===== src/rtl/pll_supervisor_pkg.sv =====
// Shared types and constants for the PLL supervisor: FSM state encoding and
// loss statistics width.
package pll_supervisor_pkg;

  typedef enum logic [1:0] {
    WAIT_LOCK = 2'd0,
    STABLE    = 2'd1,
    RUN       = 2'd2,
    LOST      = 2'd3
  } state_t;

  localparam int LOSS_W = 8;

endpackage


===== src/rtl/pll_supervisor_ce_divider.sv =====
// Per-channel clock-enable divider: counts RUN cycles 0..div-1 and pulses ce
// on terminal count; a load restarts the period with the new ratio.
module ce_divider #(
  parameter int DIV_W    = 16,
  parameter int DIV_INIT = 25
) (
  input  logic             clock_in,
  input  logic             reset_n,
  input  logic             run,
  input  logic             load,
  input  logic [DIV_W-1:0] div_in,
  output logic             ce
);

  logic [DIV_W-1:0] r_div;
  logic [DIV_W-1:0] r_cnt;
  logic             w_term;

  // Ratios 0 and 1 both collapse to "every cycle".
  assign w_term = (r_div <= DIV_W'(1)) || (r_cnt == r_div - DIV_W'(1));
  assign ce     = run & ~load & w_term;

  always_ff @(posedge clock_in or negedge reset_n) begin
    if (!reset_n) begin
      r_div <= DIV_W'(DIV_INIT);
      r_cnt <= '0;
    end else if (load) begin
      r_div <= div_in;
      r_cnt <= '0;
    end else if (!run || w_term) begin
      r_cnt <= '0;
    end else begin
      r_cnt <= r_cnt + DIV_W'(1);
    end
  end

endmodule


===== src/rtl/pll_supervisor.sv =====
// PLL lock supervisor: qualifies lock over a stability window, releases the
// downstream reset, generates per-channel clock enables and tracks lock losses.
module pll_supervisor
  import pll_supervisor_pkg::*;
#(
  parameter int NUM_CH      = 4,
  parameter int DIV_W       = 16,
  parameter int LOCK_STABLE = 1024,
  parameter int DIV_INIT    = 25
) (
  input  logic                    clock_in,
  input  logic                    reset_n,
  input  logic                    locked,
  input  logic [NUM_CH*DIV_W-1:0] div_value,
  input  logic [NUM_CH-1:0]       div_load,
  input  logic                    clear_stats,
  output logic                    sys_rst_n,
  output logic                    ready,
  output logic [NUM_CH-1:0]       ce,
  output logic                    lock_lost,
  output logic [LOSS_W-1:0]       loss_count
);

  localparam int                 STAB_W    = 16;
  localparam logic [STAB_W-1:0]  STAB_LAST = STAB_W'(LOCK_STABLE - 1);
  localparam logic [LOSS_W-1:0]  LOSS_MAX  = '1;

  state_t                         r_state, w_next;
  logic [1:0]                     r_sync;
  logic [STAB_W-1:0]              r_stab_cnt;
  logic                           r_ready, r_sys_rst_n, r_lock_lost;
  logic [LOSS_W-1:0]              r_loss_count;
  logic                           w_locked_s, w_stab_clr, w_stab_inc, w_loss, w_run;
  logic [NUM_CH-1:0][DIV_W-1:0]   w_div_arr;
  logic [NUM_CH-1:0]              w_ce;

  assign w_locked_s = r_sync[1];
  assign w_run      = (r_state == RUN);
  assign w_loss     = w_run & ~w_locked_s;
  assign w_div_arr  = div_value;

  always_ff @(posedge clock_in or negedge reset_n) begin
    if (!reset_n) r_sync <= '0;
    else          r_sync <= {r_sync[0], locked};
  end

  always_ff @(posedge clock_in or negedge reset_n) begin
    if (!reset_n) begin
      r_state    <= WAIT_LOCK;
      r_stab_cnt <= '0;
    end else begin
      r_state <= w_next;
      if (w_stab_clr)      r_stab_cnt <= '0;
      else if (w_stab_inc) r_stab_cnt <= r_stab_cnt + STAB_W'(1);
    end
  end

  always_comb begin
    w_next     = r_state;
    w_stab_clr = 1'b0;
    w_stab_inc = 1'b0;
    case (r_state)
      WAIT_LOCK: if (w_locked_s) begin
        w_next     = STABLE;
        w_stab_clr = 1'b1;
      end
      STABLE: begin
        if (!w_locked_s)                   w_next = WAIT_LOCK;
        else if (r_stab_cnt == STAB_LAST)  w_next = RUN;
        else                               w_stab_inc = 1'b1;
      end
      RUN:     if (!w_locked_s) w_next = LOST;
      LOST:    w_next = WAIT_LOCK;
      default: w_next = WAIT_LOCK;
    endcase
  end

  // Ready is registered from "RUN now and RUN next" so it rises one cycle
  // after RUN entry but drops on the same edge RUN is left.
  always_ff @(posedge clock_in or negedge reset_n) begin
    if (!reset_n) begin
      r_ready     <= 1'b0;
      r_sys_rst_n <= 1'b0;
    end else begin
      r_ready     <= w_run && (w_next == RUN);
      r_sys_rst_n <= w_run && (w_next == RUN);
    end
  end

  // A loss coinciding with clear_stats counts as the first loss after clear.
  always_ff @(posedge clock_in or negedge reset_n) begin
    if (!reset_n) begin
      r_lock_lost  <= 1'b0;
      r_loss_count <= '0;
    end else if (w_loss) begin
      r_lock_lost <= 1'b1;
      if (clear_stats)                r_loss_count <= LOSS_W'(1);
      else if (r_loss_count != LOSS_MAX) r_loss_count <= r_loss_count + LOSS_W'(1);
    end else if (clear_stats) begin
      r_lock_lost  <= 1'b0;
      r_loss_count <= '0;
    end
  end

  for (genvar g = 0; g < NUM_CH; g++) begin : g_ch
    ce_divider #(
      .DIV_W    (DIV_W),
      .DIV_INIT (DIV_INIT)
    ) u_div (
      .clock_in (clock_in),
      .reset_n  (reset_n),
      .run      (w_run),
      .load     (div_load[g]),
      .div_in   (w_div_arr[g]),
      .ce       (w_ce[g])
    );
  end

  assign ce         = w_ce;
  assign ready      = r_ready;
  assign sys_rst_n  = r_sys_rst_n;
  assign lock_lost  = r_lock_lost;
  assign loss_count = r_loss_count;

endmodule


===== config.mk =====
export PLATFORM = sky130hd
export DESIGN_NAME = pll_supervisor
export DESIGN_NICKNAME = d
export VERILOG_FILES = /design/src/rtl/pll_supervisor_pkg.sv /design/src/rtl/pll_supervisor_ce_divider.sv /design/src/rtl/pll_supervisor.sv
export SDC_FILE = /design/constraint.sdc
export NUM_CORES = 1
export LEC_CHECK = 0
export CAP_MARGIN = 20
export CELL_PAD_IN_SITES_DETAIL_PLACEMENT = 1
export CELL_PAD_IN_SITES_GLOBAL_PLACEMENT = 2
export CORE_UTILIZATION = 30
export CTS_CLUSTER_DIAMETER = 60
export CTS_CLUSTER_SIZE = 16
export DETAILED_ROUTE_END_ITERATION = 6
export GPL_ROUTABILITY_DRIVEN = 0
export PLACE_DENSITY_LB_ADDON = 0.1
export REMOVE_ABC_BUFFERS = 1
export SLEW_MARGIN = 20
export SYNTH_ARGS = -nofsm -noshare
export SYNTH_HDL_FRONTEND = slang
export SYNTH_SLANG_ARGS = --single-unit

===== constraint.sdc =====
create_clock -name clock_in -period 5 [get_ports clock_in]
set_clock_uncertainty 0.1 [all_clocks]
set_input_delay 1.5 -clock clock_in [delete_from_list [all_inputs] [get_ports clock_in]]
set_output_delay 1.5 -clock clock_in [all_outputs]
set_load 0.01 [all_outputs]

==> results of run 1 <==
[area by class of cell]
class                           instances  area share
Clock buffer                           17     0.03692
Clock inverter                         15     0.02259
Inverter                               22    0.007168
Multi-Input combinational cell        740      0.4494
Sequential cell                       158      0.3446
Tap cell                              396     0.04301
Timing Repair Buffer                  116     0.09633
[power by group through the flow]
stage / registers [mW] / logic, mW / clock network (mW)
2_1_floorplan: 1.43 / 0.229 / 0
4_1_cts: 1.44 / 0.409 / 1.59
3_3_place_gp: 1.46 / 0.400 / 0
6_report: 1.44 / 0.406 / 1.53
5_1_grt: 1.45 / 0.453 / 1.63
3_5_place_dp: 1.46 / 0.402 / 0
[cell usage after synthesis, types with 11 or more instances]
cell / number
xnor2_1: 80
nor3_1: 61
o21ai_0: 29
xor2_1: 69
inv_1: 22
nor4_1: 32
nand2b_1: 16
and3_1: 18
dfstp_2: 12
nand3_1: 52
clkbuf_1: 31
nor2_1: 74
nand2_1: 60
ha_1: 14
mux2_2: 53
dfrtp_1: 146
nand4_1: 21
a21oi_1: 11
[path summary, 6_finish.rpt]
check | to | slack, ns
max | ce[2] | 0.08
min | r_sync[1] | 0.25
max reg2reg | g_ch[3].u_div.r_cnt[5] | 1.72
min reg2reg | r_sync[1] | 0.25
max in group asynchronous | g_ch[3].u_div.r_div[4] | 2.87
min in group asynchronous | g_ch[3].u_div.r_div[11] | 1.05
[metrics by stage]
| stage | TNS (ns) | instance area (µm²) | worst slack, ns | power [mW] | util |
|---|---|---|---|---|---|
| 2_1_floorplan | 0 | 9168 | 0.8123 | 1.661 | - |
| 3_3_place_gp | 0 | 10780 | 0.1703 | 1.862 | 0.3514 |
| 3_5_place_dp | 0 | 10780 | 0.2238 | 1.865 | 0.3514 |
| 4_1_cts | 0 | 11490 | 0.003699 | 3.437 | 0.3746 |
| 5_1_grt | -0.1139 | 11520 | -0.1139 | 3.541 | 0.3757 |
| 6_report | 0 | 11520 | 0.08460 | 3.378 | 0.3757 |
[routing by layer]
layer / GRT usage / routed length [µm]
met5: 0 / 0
met4: 0.03884 / 224
met3: 0.02926 / 689
met2: 0.2733 / 11940
met1: 0.2500 / 13510
[registers in the layout, indices dropped and copies added, names as in the netlist]
signal	count
r_state	2
r_stab_cnt	16
r_sync	2
lock_lost	1
g_ch.u_div.r_div	64
sys_rst_n	1
g_ch.u_div.r_cnt	64
loss_count	8
[cells by family after synthesis]
family / after synthesis / synth area share
and+or+nand+nor: 411 / 0.2391
buffers and inverters: 70 / 0.03212
muxes: 56 / 0.06678
AOI/OAI and AO/OA: 110 / 0.08145
adders and majority gates: 14 / 0.01866
DFF: 158 / 0.4228
xor gates and xnor gates: 149 / 0.1390
[timing repair]
action,in CTS,in global routing
hold buffers,0,0
pin swaps,1,2
hold endpoints to repair,0,0
setup buffers,0,0
resized for setup,11,9
setup endpoints to repair,3,4
==> impl_metrics.json, run 1 <==
{
  "multi_input_area_um2": 5177,
  "final_cells": 1464,
  "synth_ff_type": "dfrtp_1",
  "ant_nets": 0,
  "path_max_fanout": 4,
  "p_comb_frac": 0.120,
  "grt_usage": 0.1747,
  "worstHoldStart": "r_sync[0]",
  "status": "complete, no violations",
  "min_path_cells": 0,
  "crit_family": "simple AND/OR/NAND/NOR gates",
  "path_clk_slew_ns": 0.07,
  "slew_violations": 0,
  "fin_crit_sh": 0.9831,
  "critPathSlowestCell": "or4_1",
  "final_nets": 1141,
  "cts_max_path_buffers": 2,
  "cts_tree": "built",
  "crit_top_cell": "or4_1",
  "synth_edf_count": 0,
  "hpwl_um": 19420,
  "synthTopCellsByArea": "dfrtp_1 39%, xnor2_1 7.5%, xor2_1 6.4%, mux2_2 6.4%, dfstp_2 3.4%",
  "tightest_slew_ns": 0.9431,
  "layout_commonest_cell": "dfrtp_1",
  "core_um2": 30670,
  "area_growth_pct": 22.74,
  "grt_pass1_wl_um": 43570,
  "layout_common_cells": "145 x dfrtp_1, 83 x clkdlybuf4s50_1, 80 x xnor2_1, 73 x nor2_1, 69 x xor2_1",
  "antenna_cells": 0,
  "max-cap-violations": 0,
  "switching_share": 0.2600,
  "critPathMaxStageDelay_ns": 0.59,
  "holdWs_ns": 0.2522,
  "synth_top_area_frac": 0.3892,
  "path_buf_inv": 1,
  "top_level_ports": 87,
  "cts.sinks": 158,
  "cp_num_cells": 7,
  "ys_types": 74,
  "crit_type": "reg2out",
  "power_frac_seq": 0.426,
  "synth_warnings": 0,
  "vias": 7474,
  "wire_per_inst_um": 18.01,
  "antenna_found_initial": 0,
  "start_util": 0.3061,
  "power_density_nw_per_um2": 293.2,
  "dieArea_um2": 32000,
  "peakVddDrop_mv": 0.2321,
  "synthArstFlopShare": 1.000,
  "grt_pass1_vias": 7828,
  "worst_setup_path_end_kind": "output port",
  "rsz0062_at_grt": "true",
  "port_buffers": 86,
  "nFillCells": 3444,
  "h-tree-depth": 4,
  "r2r_cells": 8,
  "period_minus_slack_ns": 4.915,
  "leakagePower_nw": 4.530,
  "grt_max_degree": 90,
  "relSlewSlack": 0.3666,
  "p_int_mw": 2.500,
  "cts_made_buffers": 17,
  "crit-reg2reg-launch": "g_ch[3].u_div.r_div[1]",
  "first_pass_iters": 4,
  "hold_class": "reg2reg",
  "cts-root-buf": "clkbuf_16",
  "path_cells": "or4_1 > or4_1 > a21boi_0 > o22ai_1 > nor4_4 > o21a_1 > clkdlybuf4s50_1",
  "hold_violations": 0,
  "wl_um": 26370,
  "drt_iter0_markers": 313,
  "dieHeight_um": 178.9,
  "ys_ff_latch": 158,
  "die_x_um": 178.9,
  "crit_start": "g_ch[2].u_div.r_div[11]",
  "drive_gt1_frac": 0.1498,
  "drc": 0,
  "yosysTopAreaCell": "dfrtp_1",
  "seq_area_frac_synth": 0.4228,
  "synthCells": 968,
  "num_rows": 64,
  "crit_path_start_kind": "flip-flop",
  "grt_overflow": 0,
  "synthesis.area_um2": 9387,
  "p_switching_mw": 0.8783,
  "dp_cells": 1431,
  "avgSynthCellArea_um2": 9.697,
  "clkLatencyLatePin_ns": 0.43,
  "regArea_um2": 3970,
  "vias_per_cell": 5.105,
  "cp_data_required_time_ns": 3.40,
  "fmax_mhz": 203.4,
  "p_clk_frac": 0.454,
  "setup_viol": 0,
  "worst_ep_arrival_time_ns": 3.32
}
(Power assumes the default switching activity.)
==> run 2, diff against run 1 <==
--- a/config.mk
+++ b/config.mk
@@ -15,4 +15,5 @@
 export GPL_ROUTABILITY_DRIVEN = 0
 export PLACE_DENSITY_LB_ADDON = 0.1
+export RECOVER_POWER = 100
 export REMOVE_ABC_BUFFERS = 1
 export SLEW_MARGIN = 20
--- a/constraint.sdc
+++ b/constraint.sdc
@@ -3,3 +3,3 @@
 set_input_delay 1.5 -clock clock_in [delete_from_list [all_inputs] [get_ports clock_in]]
 set_output_delay 1.5 -clock clock_in [all_outputs]
-set_load 0.01 [all_outputs]
+set_load 0.02 [all_outputs]
==> run 2 against run 1 <==
The flow now finishes with violations (max-capacitance violations, max-slew violations). Critical path type unchanged. Clock power decreased by 8%. Critical endpoint is now ce[3]. Flip-flop and latch count unchanged. Count of clock-buffer cells in the layout increased by 4. Core utilization decreased by 0.72 points. Critical path depth increased by 2.
==> impl_metrics.json, run 2 (synthesis results as in run 1) <==
{
  "slew_violations": 158,
  "place_area_um2": 10760,
  "cts_made_buffers": 17,
  "cts.sinks": 158,
  "grt_pass1_vias": 7942,
  "dp_cells": 1430,
  "wire_per_inst_um": 17.86,
  "die_x_um": 178.9,
  "holdWs_ns": 0.2640,
  "dieArea_um2": 32000,
  "grt_max_degree": 96,
  "drc": 0,
  "worst_ep_arrival_time_ns": 3.19,
  "hold_violations": 0,
  "tns_ns": 0,
  "layout_common_cells": "146 x dfrtp_1, 80 x xnor2_1, 74 x nor2_1, 69 x xor2_1, 64 x clkdlybuf4s50_1",
  "layout_commonest_cell": "dfrtp_1",
  "worst_setup_path_end_kind": "output port",
  "total_power_mw": 3.234,
  "ant_nets": 0,
  "drt_iter0_markers": 303,
  "core_um2": 30670,
  "fin_crit_sh": 0.9586,
  "final_nets": 1139,
  "fmax_mhz": 208.6,
  "status": "finished, violations left",
  "path_clk_slew_ns": 0.06,
  "ctsHoldBuffers": 0,
  "antenna_cells": 0,
  "clkLatencyLatePin_ns": 0.43,
  "vias": 7396,
  "leakagePower_nw": 4.440,
  "first_pass_iters": 4,
  "hpwl_um": 19130,
  "start_util": 0.3061,
  "dieHeight_um": 178.9,
  "cts_max_path_buffers": 2,
  "vias_per_cell": 5.059,
  "antenna_found_initial": 0,
  "path_max_fanout": 9,
  "crit_path_start_kind": "flip-flop",
  "hold_class": "reg2reg",
  "num_rows": 64,
  "h-tree-depth": 4,
  "top_level_ports": 87,
  "tightest_slew_ns": 2.463,
  "reg_top3": "g_ch.u_div.r_cnt (64), g_ch.u_div.r_div (64), r_stab_cnt (16)",
  "drive_gt1_frac": 0.1323,
  "violations": "max-capacitance violations, max-slew violations",
  "grt_overflow": 0,
  "wl_um": 26110,
  "power_density_nw_per_um2": 286.2,
  "final_cells": 1462,
  "grt_pass1_wl_um": 43560,
  "area_growth_pct": 20.39,
  "grt_usage": 0.1751,
  "crit_type": "reg2out",
  "port_buffers": 86,
  "peakVddDrop_mv": 0.2329,
  "period_minus_slack_ns": 4.793,
  "max-cap-violations": 5,
  "relSlewSlack": -0.6420,
  "cts_tree": "built",
  "finish.instance_area_um2": 11300,
  "cp_data_required_time_ns": 3.40,
  "cts-root-buf": "clkbuf_16",
  "setup_viol": 0,
  "rsz0062_at_grt": "false"
}
==> run 2: cell count changes in the layout (fill, tap and decap cells not counted), moves of 3 or more <==
| cell | delta |
|---|---|
| nor4_4 | -3 |
| nor4_2 | +4 |
| bufinv_16 | -3 |
| clkbuf_8 | +3 |
| clkbuf_1 | +10 |
| clkdlybuf4s50_1 | -19 |
| buf_4 | -9 |
| dlygate4sd3_1 | +17 |
==> run 2: worst max-delay path, cell delays in order (launching register included) <==
cell and delay [ns]:
dfrtp_1 0.43, inv_1 0.11, ha_2 0.27, or4b_2 0.62, nor2_1 0.14, xnor2_1 0.07
or4_1 0.56, nor3_1 0.18, a22o_1 0.16, clkbuf_1 0.23
==> run 2: repair_timing <==
item | 4_1_cts | 5_1_grt
buffers inserted | 0 | 0
resized for setup | 7 | 8
setup endpoints to repair | 4 | 3
pin swaps | 0 | 1
hold endpoints to repair | 0 | 0
==> run 2: area by class of cell <==
cell class | instances | area, µm²
Timing Repair Buffer | 114 | 1016
Multi-Input combinational cell | 740 | 5112
Clock inverter | 11 | 155.1
Tap cell | 396 | 495.5
Clock buffer | 21 | 470.5
Inverter | 22 | 82.58
Fill cell | 3446 | 19370
Sequential cell | 158 | 3969
==> run 2: metrics by stage <==
step,setup WS (ns),utilization
floorplan,0.7420,-
global placement,0.1426,0.3507
detailed placement,0.1440,0.3507
CTS,0.03141,0.3714
global route,0.03274,0.3685
finish,0.2071,0.3685
==> run 2: path summary, 6_finish.rpt <==
check / startpoint / endpoint / slack [ns] / cells past startpoint
max: g_ch[3].u_div.r_div[1] / ce[3] / 0.21 / 9
min: r_sync[0] / r_sync[1] / 0.26 / 0
max reg2reg: g_ch[1].u_div.r_div[7] / g_ch[1].u_div.r_cnt[0] / 0.65 / 6
min reg2reg: r_sync[0] / r_sync[1] / 0.26 / 0
max in group asynchronous: reset_n / g_ch[1].u_div.r_cnt[15] / 1.08 / 2
min in group asynchronous: reset_n / g_ch[3].u_div.r_div[10] / 1.68 / 1
==> run 2: where the power goes <==
part / internal [mW] / switching (mW) / total, mW
combinational: 0.198 / 0.191 / 0.389
clock: 0.833 / 0.573 / 1.41
sequential: 1.34 / 0.0943 / 1.44
==> run 2: metal layers <==
layer / routed length [µm] / share of wire / track usage
met2: 11470 / 0.44 / 0.2696
met4: 242 / 0.0093 / 0.03990
met5: 0 / 0 / 0
met1: 13610 / 0.52 / 0.2544
met3: 789 / 0.030 / 0.02778
==> run 3, diff against run 2 <==
- TNS_END_PERCENT: default -> 5
==> results of run 3 <==
No change in the layout: final DEF, timing and power equal those of run 2.
